<file path="src/rtl/sr04_pkg.sv">
// sr04_pkg
// Shared definitions for the SR04 ultrasonic ranger controller: FSM state
// encoding, the echo-time-to-centimetre divisor and the distance width.
// Also provides a saturating increment for the distance counter.
package sr04_pkg;

  typedef enum logic [2:0] {
    ST_IDLE      = 3'd0,
    ST_TRIG      = 3'd1,
    ST_WAIT_ECHO = 3'd2,
    ST_MEASURE   = 3'd3,
    ST_HOLDOFF   = 3'd4
  } sr04_state_e;

  // Round-trip sound time per centimetre of distance, in microseconds.
  localparam int CM_DIV = 58;
  localparam int CM_W   = 12;

  localparam logic [CM_W-1:0] CM_MAX   = {CM_W{1'b1}};
  localparam logic [5:0]      SUB_LAST = 6'(CM_DIV - 1);

  // Increment that sticks at full scale instead of wrapping.
  function automatic logic [CM_W-1:0] sat_inc(input logic [CM_W-1:0] v);
    logic [CM_W-1:0] r;
    if (v == CM_MAX) begin
      r = v;
    end else begin
      r = v + {{(CM_W-1){1'b0}}, 1'b1};
    end
    return r;
  endfunction

endpackage

</file>
<file path="src/rtl/usec_tick_gen.sv">
// usec_tick_gen
// Microsecond prescaler: asserts tick for one cycle every CLK_PER_US clocks.
// Ports:
//   clk     in  system clock
//   reset_n in  synchronous active-low reset
//   clear   in  high in the first cycle of a new FSM state; restarts the period
//   tick    out one-cycle microsecond strobe
// The clear cycle is itself counted as the first clock of the new period, so
// the first tick after a state change lands exactly CLK_PER_US cycles into
// the state.
module usec_tick_gen #(
  parameter int CLK_PER_US = 100
) (
  input  logic clk,
  input  logic reset_n,
  input  logic clear,
  output logic tick
);

  localparam int            CW     = (CLK_PER_US > 1) ? $clog2(CLK_PER_US) : 1;
  localparam logic [CW-1:0] LAST   = CW'(CLK_PER_US - 1);
  localparam logic [CW-1:0] RELOAD = (CLK_PER_US > 1) ? CW'(1) : CW'(0);

  logic [CW-1:0] cnt_r;

  // Period counter, restarted by clear.
  always_ff @(posedge clk) begin
    if (!reset_n) begin
      cnt_r <= '0;
    end else if (clear) begin
      cnt_r <= RELOAD;
    end else if (cnt_r == LAST) begin
      cnt_r <= '0;
    end else begin
      cnt_r <= cnt_r + CW'(1);
    end
  end

  // Tick decode; a one-clock period ticks even in the clear cycle.
  always_comb begin
    if (clear) begin
      tick = (CLK_PER_US == 1);
    end else begin
      tick = (cnt_r == LAST);
    end
  end

endmodule

</file>
<file path="src/rtl/sr04_ranger_ctrl.sv">
// sr04_ranger_ctrl
// Controller for an HC-SR04 style ultrasonic ranger. On start it emits a
// trigger pulse, times the echo high width in microseconds and converts it
// to centimetres (one cm per 58 us), with timeouts for a missing echo and an
// over-long echo, followed by a quiet holdoff period.
// Ports:
//   clk      in  system clock
//   reset_n  in  synchronous active-low reset
//   start    in  one-cycle measurement request (ignored while busy)
//   echo     in  asynchronous sensor echo
//   trig     out sensor trigger pulse
//   busy     out high whenever the FSM is not idle
//   cm       out last valid distance in cm
//   cm_valid out one-cycle pulse when cm updates
//   timeout  out one-cycle pulse on a failed measurement
// Build option: define SR04_AUTO_TRIG_EN to re-trigger automatically at the
// end of every holdoff (continuous ranging after the first start).
module sr04_ranger_ctrl
  import sr04_pkg::*;
#(
  parameter int CLK_PER_US   = 100,
  parameter int TRIG_US      = 10,
  parameter int ECHO_WAIT_US = 30000,
  parameter int MAX_ECHO_US  = 25000,
  parameter int HOLDOFF_US   = 60000
) (
  input  logic            clk,
  input  logic            reset_n,
  input  logic            start,
  input  logic            echo,
  output logic            trig,
  output logic            busy,
  output logic [CM_W-1:0] cm,
  output logic            cm_valid,
  output logic            timeout
);

  localparam logic [31:0] TRIG_LAST = 32'(TRIG_US * CLK_PER_US - 1);
  localparam logic [31:0] WAIT_LAST = 32'(ECHO_WAIT_US - 1);
  localparam logic [31:0] MAX_LAST  = 32'(MAX_ECHO_US - 1);
  localparam logic [31:0] HOLD_LAST = 32'(HOLDOFF_US - 1);

  sr04_state_e     state_r;
  logic [31:0]     cnt_r;
  logic [5:0]      sub_r;
  logic [CM_W-1:0] work_cm_r;
  logic            clear_r;
  logic            trig_r;
  logic            busy_r;
  logic [CM_W-1:0] cm_r;
  logic            cm_valid_r;
  logic            timeout_r;
  logic            echo_meta_r;
  logic            echo_sync_r;
  logic            echo_prev_r;

  logic            tick_s;
  logic            rise_s;
  logic            fall_s;
  logic            wrap_s;
  logic [CM_W-1:0] work_next_s;

  usec_tick_gen #(
    .CLK_PER_US(CLK_PER_US)
  ) u_tick (
    .clk    (clk),
    .reset_n(reset_n),
    .clear  (clear_r),
    .tick   (tick_s)
  );

  // Two-flop echo synchronizer plus a delayed copy for edge detection.
  always_ff @(posedge clk) begin
    if (!reset_n) begin
      echo_meta_r <= 1'b0;
      echo_sync_r <= 1'b0;
      echo_prev_r <= 1'b0;
    end else begin
      echo_meta_r <= echo;
      echo_sync_r <= echo_meta_r;
      echo_prev_r <= echo_sync_r;
    end
  end

  // Echo edges and the working cm count including this cycle's tick, so a
  // falling edge that coincides with a 58th tick still gets that centimetre.
  always_comb begin
    rise_s = echo_sync_r & ~echo_prev_r;
    fall_s = ~echo_sync_r & echo_prev_r;
    wrap_s = tick_s && (sub_r == SUB_LAST);
    if (wrap_s) begin
      work_next_s = sat_inc(work_cm_r);
    end else begin
      work_next_s = work_cm_r;
    end
  end

  // Measurement FSM with registered outputs. cnt_r counts clocks in TRIG and
  // microsecond ticks elsewhere; clear_r marks the first cycle of each state.
  always_ff @(posedge clk) begin
    if (!reset_n) begin
      state_r    <= ST_IDLE;
      cnt_r      <= 32'd0;
      sub_r      <= 6'd0;
      work_cm_r  <= '0;
      clear_r    <= 1'b0;
      trig_r     <= 1'b0;
      busy_r     <= 1'b0;
      cm_r       <= '0;
      cm_valid_r <= 1'b0;
      timeout_r  <= 1'b0;
    end else begin
      cm_valid_r <= 1'b0;
      timeout_r  <= 1'b0;
      clear_r    <= 1'b0;
      case (state_r)
        ST_IDLE: begin
          if (start) begin
            state_r <= ST_TRIG;
            trig_r  <= 1'b1;
            busy_r  <= 1'b1;
            cnt_r   <= 32'd0;
            clear_r <= 1'b1;
          end
        end
        ST_TRIG: begin
          if (cnt_r == TRIG_LAST) begin
            state_r <= ST_WAIT_ECHO;
            trig_r  <= 1'b0;
            cnt_r   <= 32'd0;
            clear_r <= 1'b1;
          end else begin
            cnt_r <= cnt_r + 32'd1;
          end
        end
        ST_WAIT_ECHO: begin
          if (rise_s) begin
            state_r   <= ST_MEASURE;
            cnt_r     <= 32'd0;
            sub_r     <= 6'd0;
            work_cm_r <= '0;
            clear_r   <= 1'b1;
          end else if (tick_s) begin
            if (cnt_r == WAIT_LAST) begin
              state_r   <= ST_HOLDOFF;
              timeout_r <= 1'b1;
              cnt_r     <= 32'd0;
              clear_r   <= 1'b1;
            end else begin
              cnt_r <= cnt_r + 32'd1;
            end
          end
        end
        ST_MEASURE: begin
          // A falling edge wins over a simultaneous max-width timeout, so
          // cm_valid and timeout can never pulse together.
          if (fall_s) begin
            state_r    <= ST_HOLDOFF;
            cm_r       <= work_next_s;
            cm_valid_r <= 1'b1;
            cnt_r      <= 32'd0;
            clear_r    <= 1'b1;
          end else if (tick_s) begin
            work_cm_r <= work_next_s;
            sub_r     <= wrap_s ? 6'd0 : sub_r + 6'd1;
            if (cnt_r == MAX_LAST) begin
              state_r   <= ST_HOLDOFF;
              timeout_r <= 1'b1;
              cnt_r     <= 32'd0;
              clear_r   <= 1'b1;
            end else begin
              cnt_r <= cnt_r + 32'd1;
            end
          end
        end
        ST_HOLDOFF: begin
          if (tick_s) begin
            if (cnt_r == HOLD_LAST) begin
`ifdef SR04_AUTO_TRIG_EN
              state_r <= ST_TRIG;
              trig_r  <= 1'b1;
`else
              state_r <= ST_IDLE;
              busy_r  <= 1'b0;
`endif
              cnt_r   <= 32'd0;
              clear_r <= 1'b1;
            end else begin
              cnt_r <= cnt_r + 32'd1;
            end
          end
        end
        default: begin
          state_r <= ST_IDLE;
          trig_r  <= 1'b0;
          busy_r  <= 1'b0;
          cnt_r   <= 32'd0;
          clear_r <= 1'b1;
        end
      endcase
    end
  end

  assign trig     = trig_r;
  assign busy     = busy_r;
  assign cm       = cm_r;
  assign cm_valid = cm_valid_r;
  assign timeout  = timeout_r;

endmodule

</file>
<file path="config.mk">
export PLATFORM = sky130hd
export DESIGN_NAME = sr04_ranger_ctrl
export DESIGN_NICKNAME = d
export VERILOG_FILES = /design/src/rtl/sr04_pkg.sv /design/src/rtl/usec_tick_gen.sv /design/src/rtl/sr04_ranger_ctrl.sv
export SDC_FILE = /design/constraint.sdc
export NUM_CORES = 1
export LEC_CHECK = 0
export BUFFER_PORTS_ARGS = -buffer_cell sky130_fd_sc_hd__buf_2
export CORE_MARGIN = 10
export CORE_UTILIZATION = 52
export CTS_BUF_LIST = sky130_fd_sc_hd__clkbuf_4
export CTS_CLUSTER_SIZE = 20
export DETAILED_ROUTE_END_ITERATION = 16
export GPL_TIMING_DRIVEN = 0
export PLACE_DENSITY = 0.81
export SLEW_MARGIN = 20
export SYNTH_ARGS = -nofsm -noshare
export SYNTH_HDL_FRONTEND = slang
export SYNTH_SLANG_ARGS = --single-unit
</file>
<file path="constraint.sdc">
create_clock -name clk -period 2.3 [get_ports clk]
set_input_delay 0.46 -clock clk [delete_from_list [all_inputs] [get_ports clk]]
set_output_delay 0.46 -clock clk [all_outputs]
set_load 0.03 [all_outputs]
</file>
==> run_results.csv <==
group,metric,value,unit
cts,cts_buffers,9,
detailed_routing,vias_per_cell,5.748,
setup_path,required,2.64,ns
cells_and_area,regArea,1629,um^2
cells_and_area,fill_cells,589,
synthesis,ys_types,52,
cells_and_area,finalNetCount,517,
setup_path,end_kind,"flop",
cells_and_area,design_area,4633,um^2
cells_and_area,antennaDiodeCount,0,
detailed_routing,final_antenna_net_count,0,
sta,period_share,1.068,
setup_path,cp_slowest_cell,"or3_4",
cts,cts_tree,"built",
synthesis,synth_top_area_cell,"dfxtp_1",
synthesis,syn_area_per_cell,8.360,um^2
setup_path,crit_arrival,2.79,ns
sta,max_freq,407.0,MHz
detailed_routing,wire_per_inst,14.97,um
synthesis,asyncSetResetFlopFracSynth,0,
synthesis,postSynthCellCount,462,
cts,clock_latency,0.44,ns
pwr,p_leak,1.671,nW
detailed_routing,vias,3512,
global_route,grt_pass1_wl,14350,um
global_route,antenna_found_initial,0,
cts,holdBufCountCts,0,
placement,place.port_buffers,18,
floorplan,core.rowCount,31,
cts,cts_sinks,80,
synthesis,synth_top_family_by_area,"simple AND/OR/NAND/NOR gates",
synthesis,syn_area,3862,um^2
setup_path,critPathMaxFanout,10,
outcome,violations,"setup timing",
placement,dpl.cell_count,579,
synthesis,synthXorXnorAreaFrac,0.09297,
setup_path,cp-start-kind,"flop",
pwr,post-layout-total-power,3.265,mW
synthesis,synth_top_area_frac,0.4146,
synthesis,synth_area_leaders,"dfxtp_1, nor2_1, xor2_1, nand2_1, xnor2_1",
detailed_routing,drt-initial-drc-count,235,
cells_and_area,multiInputGateArea,2355,um^2
hold_path,min_from,"echo",
synthesis,synth_edf_count,0,
synthesis,seq_area_frac_synth,0.4146,
sta,report.final.hold_viol_count,0,
floorplan,pin_count,20,
hold_path,hold_class,"in -> reg",
cts,cts-root-buf,"clkbuf_4",
cells_and_area,area_delta_synth_final,19.95,%
synthesis,synth_nets,471,
detailed_routing,drc,0,
setup_path,crit_type,"reg -> reg",
cells_and_area,drive_gt1_frac,0.2305,
placement,placed_cell_area,4076,um^2
cts,clock_path_buffers,2,
synthesis,synthAdderAreaFrac,0.01620,
synthesis,yosysMostFrequentCell,"nor2_1",
hold_path,min_to,"echo_meta_r",
detailed_routing,firstDrtPassIters,4,
synthesis,synthFlopType,"dfxtp_1",
floorplan,die_area,11280,um^2
setup_path,crit_cells,8,
detailed_routing,wl,9149,um
pwr,cellPowerDensity,704.8,nW/um^2
setup_path,reg2reg_from,"cnt_r[16]",
job,drv_cap,0,
setup_path,cpPeakStageDelay,0.38,ns
setup_path,crit_buf_inv,1,
hold_path,holdPathStages,2,
sta,setup_viol_count_final,34,
placement,place.gp.congestion,0.8783,
synthesis,synth_common_cells,"nor2_1, dfxtp_1, nand2_1, xor2_1, nand3_1",
setup_path,crit_family,"simple AND/OR/NAND/NOR gates",
floorplan,fp.dieH,106.2,um
placement,place_hpwl,5822,um
synthesis,synth_warnings,0,
floorplan,coreArea,7253,um^2
setup_path,crit_start,"cnt_r[16]",
sta,fin_ws,-0.1573,ns
sta,maxSlewViolCount,0,
cells_and_area,final_util,0.6388,
setup_path,ff2ff_setup_slack,-0.16,ns
sta,clock_skew,0.01652,ns
global_route,grt_overflow_total,0,
sta,maxSlewHeadroom,0.5529,
sta,rsz0062_at_grt,"yes",
cts,clk_pin_slew_worst_paths,0.13,ns
cells_and_area,fin_cells,611,
sta,fin_tns_setup,-5.016,ns
setup_path,reg2reg_depth,8,
cts,htreeDepth,3,
global_route,grt_usage,0.1521,
outcome,status,"complete, but fails checks",
synthesis,muxShareOfSynthArea,0.02462,
global_route,grt_pass1_vias,3125,
synthesis,ys_seq_elements,80,
sta,period_minus_slack,2.457,ns
pwr,ir_drop,304.4,uV
setup_path,r2r_end,"cnt_r[7]",
setup_path,crit_chain,"nor4_2 -> nand4_1 -> or3_4 -> a221o_1 -> and4bb_4 -> or2b_4 -> buf_8 -> nor2_1",
floorplan,die_x,106.2,um
sta,tightest_slew,0.6683,ns
synthesis,yosys.area_share.simple,0.2996,
global_route,grt_max_degree,14,
synthesis,synth_compound_gate_area_share,0.1199,
floorplan,start_util,0.5325,
## power breakdown
part | total, mW | switching (mW) | internal [mW]
sequential | 1.50 | 0.0605 | 1.44
combinational | 0.823 | 0.452 | 0.371
clock | 0.938 | 0.491 | 0.447
## layer usage
metal / vias to the layer above / wire length [um] / GRT usage
met4: 0 / 266 / 0.08124
li1: 1721 / - / -
met3: 26 / 456 / 0.03925
met2: 104 / 4413 / 0.2381
met1: 1661 / 4012 / 0.1881
met5: - / 0 / 0
## registers in the layout, indices dropped and copies added, names as in the netlist, 3 cells and up
name,flops
sub_r,6
state_r,3
work_cm_r,12
u_tick.cnt_r,7
cnt_r,32
cm,12
## through the flow
step                hold slack, ns  setup WS [ns]
detailed placement          0.4285        -0.2703
floorplan                   0.4119        0.03287
global placement            0.4242        -0.2006
finish                      0.2290        -0.1573
CTS                         0.2111        -0.1019
global route                0.2107        -0.2215
## how the worst max path moves through the flow
stage,end,slack [ns]
after global placement,cnt_r[31],-0.20
after global routing,cnt_r[28],-0.22
after floorplan,state_r[0],0.03
after CTS,state_r[0],-0.10
final,cnt_r[7],-0.16
after detailed placement,cnt_r[31],-0.27
## cells in the final DEF (no fill, tap or decap), types with 10 or more instances in the layout
cell,n
a21oi_1,23
buf_2,20
clkbuf_4,10
inv_1,10
nand3_1,24
buf_4,18
dfxtp_1,64
and3_1,11
nor2_1,75
nand2_1,33
nand4_1,14
o21ai_0,16
nor3_1,10
xnor2_1,14
xor2_1,27
dfxtp_2,13
## cell type report
cell class / instances / area share
Multi-Input combinational cell: 356 / 0.5082
Tap cell: 99 / 0.02674
Timing Repair Buffer: 35 / 0.04861
Clock buffer: 10 / 0.01620
Clock inverter: 5 / 0.01782
Inverter: 10 / 0.008102
Sequential cell: 80 / 0.3516
Buffer: 16 / 0.02268
## cell families (layout without fill, tap and decap cells)
group | count (synthesis) | in the layout
flip-flops | 80 | 80
buffers and inverters | 26 | 76
AO/OA/AOI/OAI | 72 | 72
XOR/XNOR | 41 | 41
adder cells (fa/ha/maj) | 5 | 5
AND/OR/NAND/NOR | 229 | 229
multiplexers | 9 | 9
## repair_timing
action                     CTS  global route
cloned                       1             0
setup buffers                7             9
resized for setup           38            41
pin swaps                    9            14
setup endpoints to repair   43            53
No activity file was read; power rests on OpenSTA's default activity.
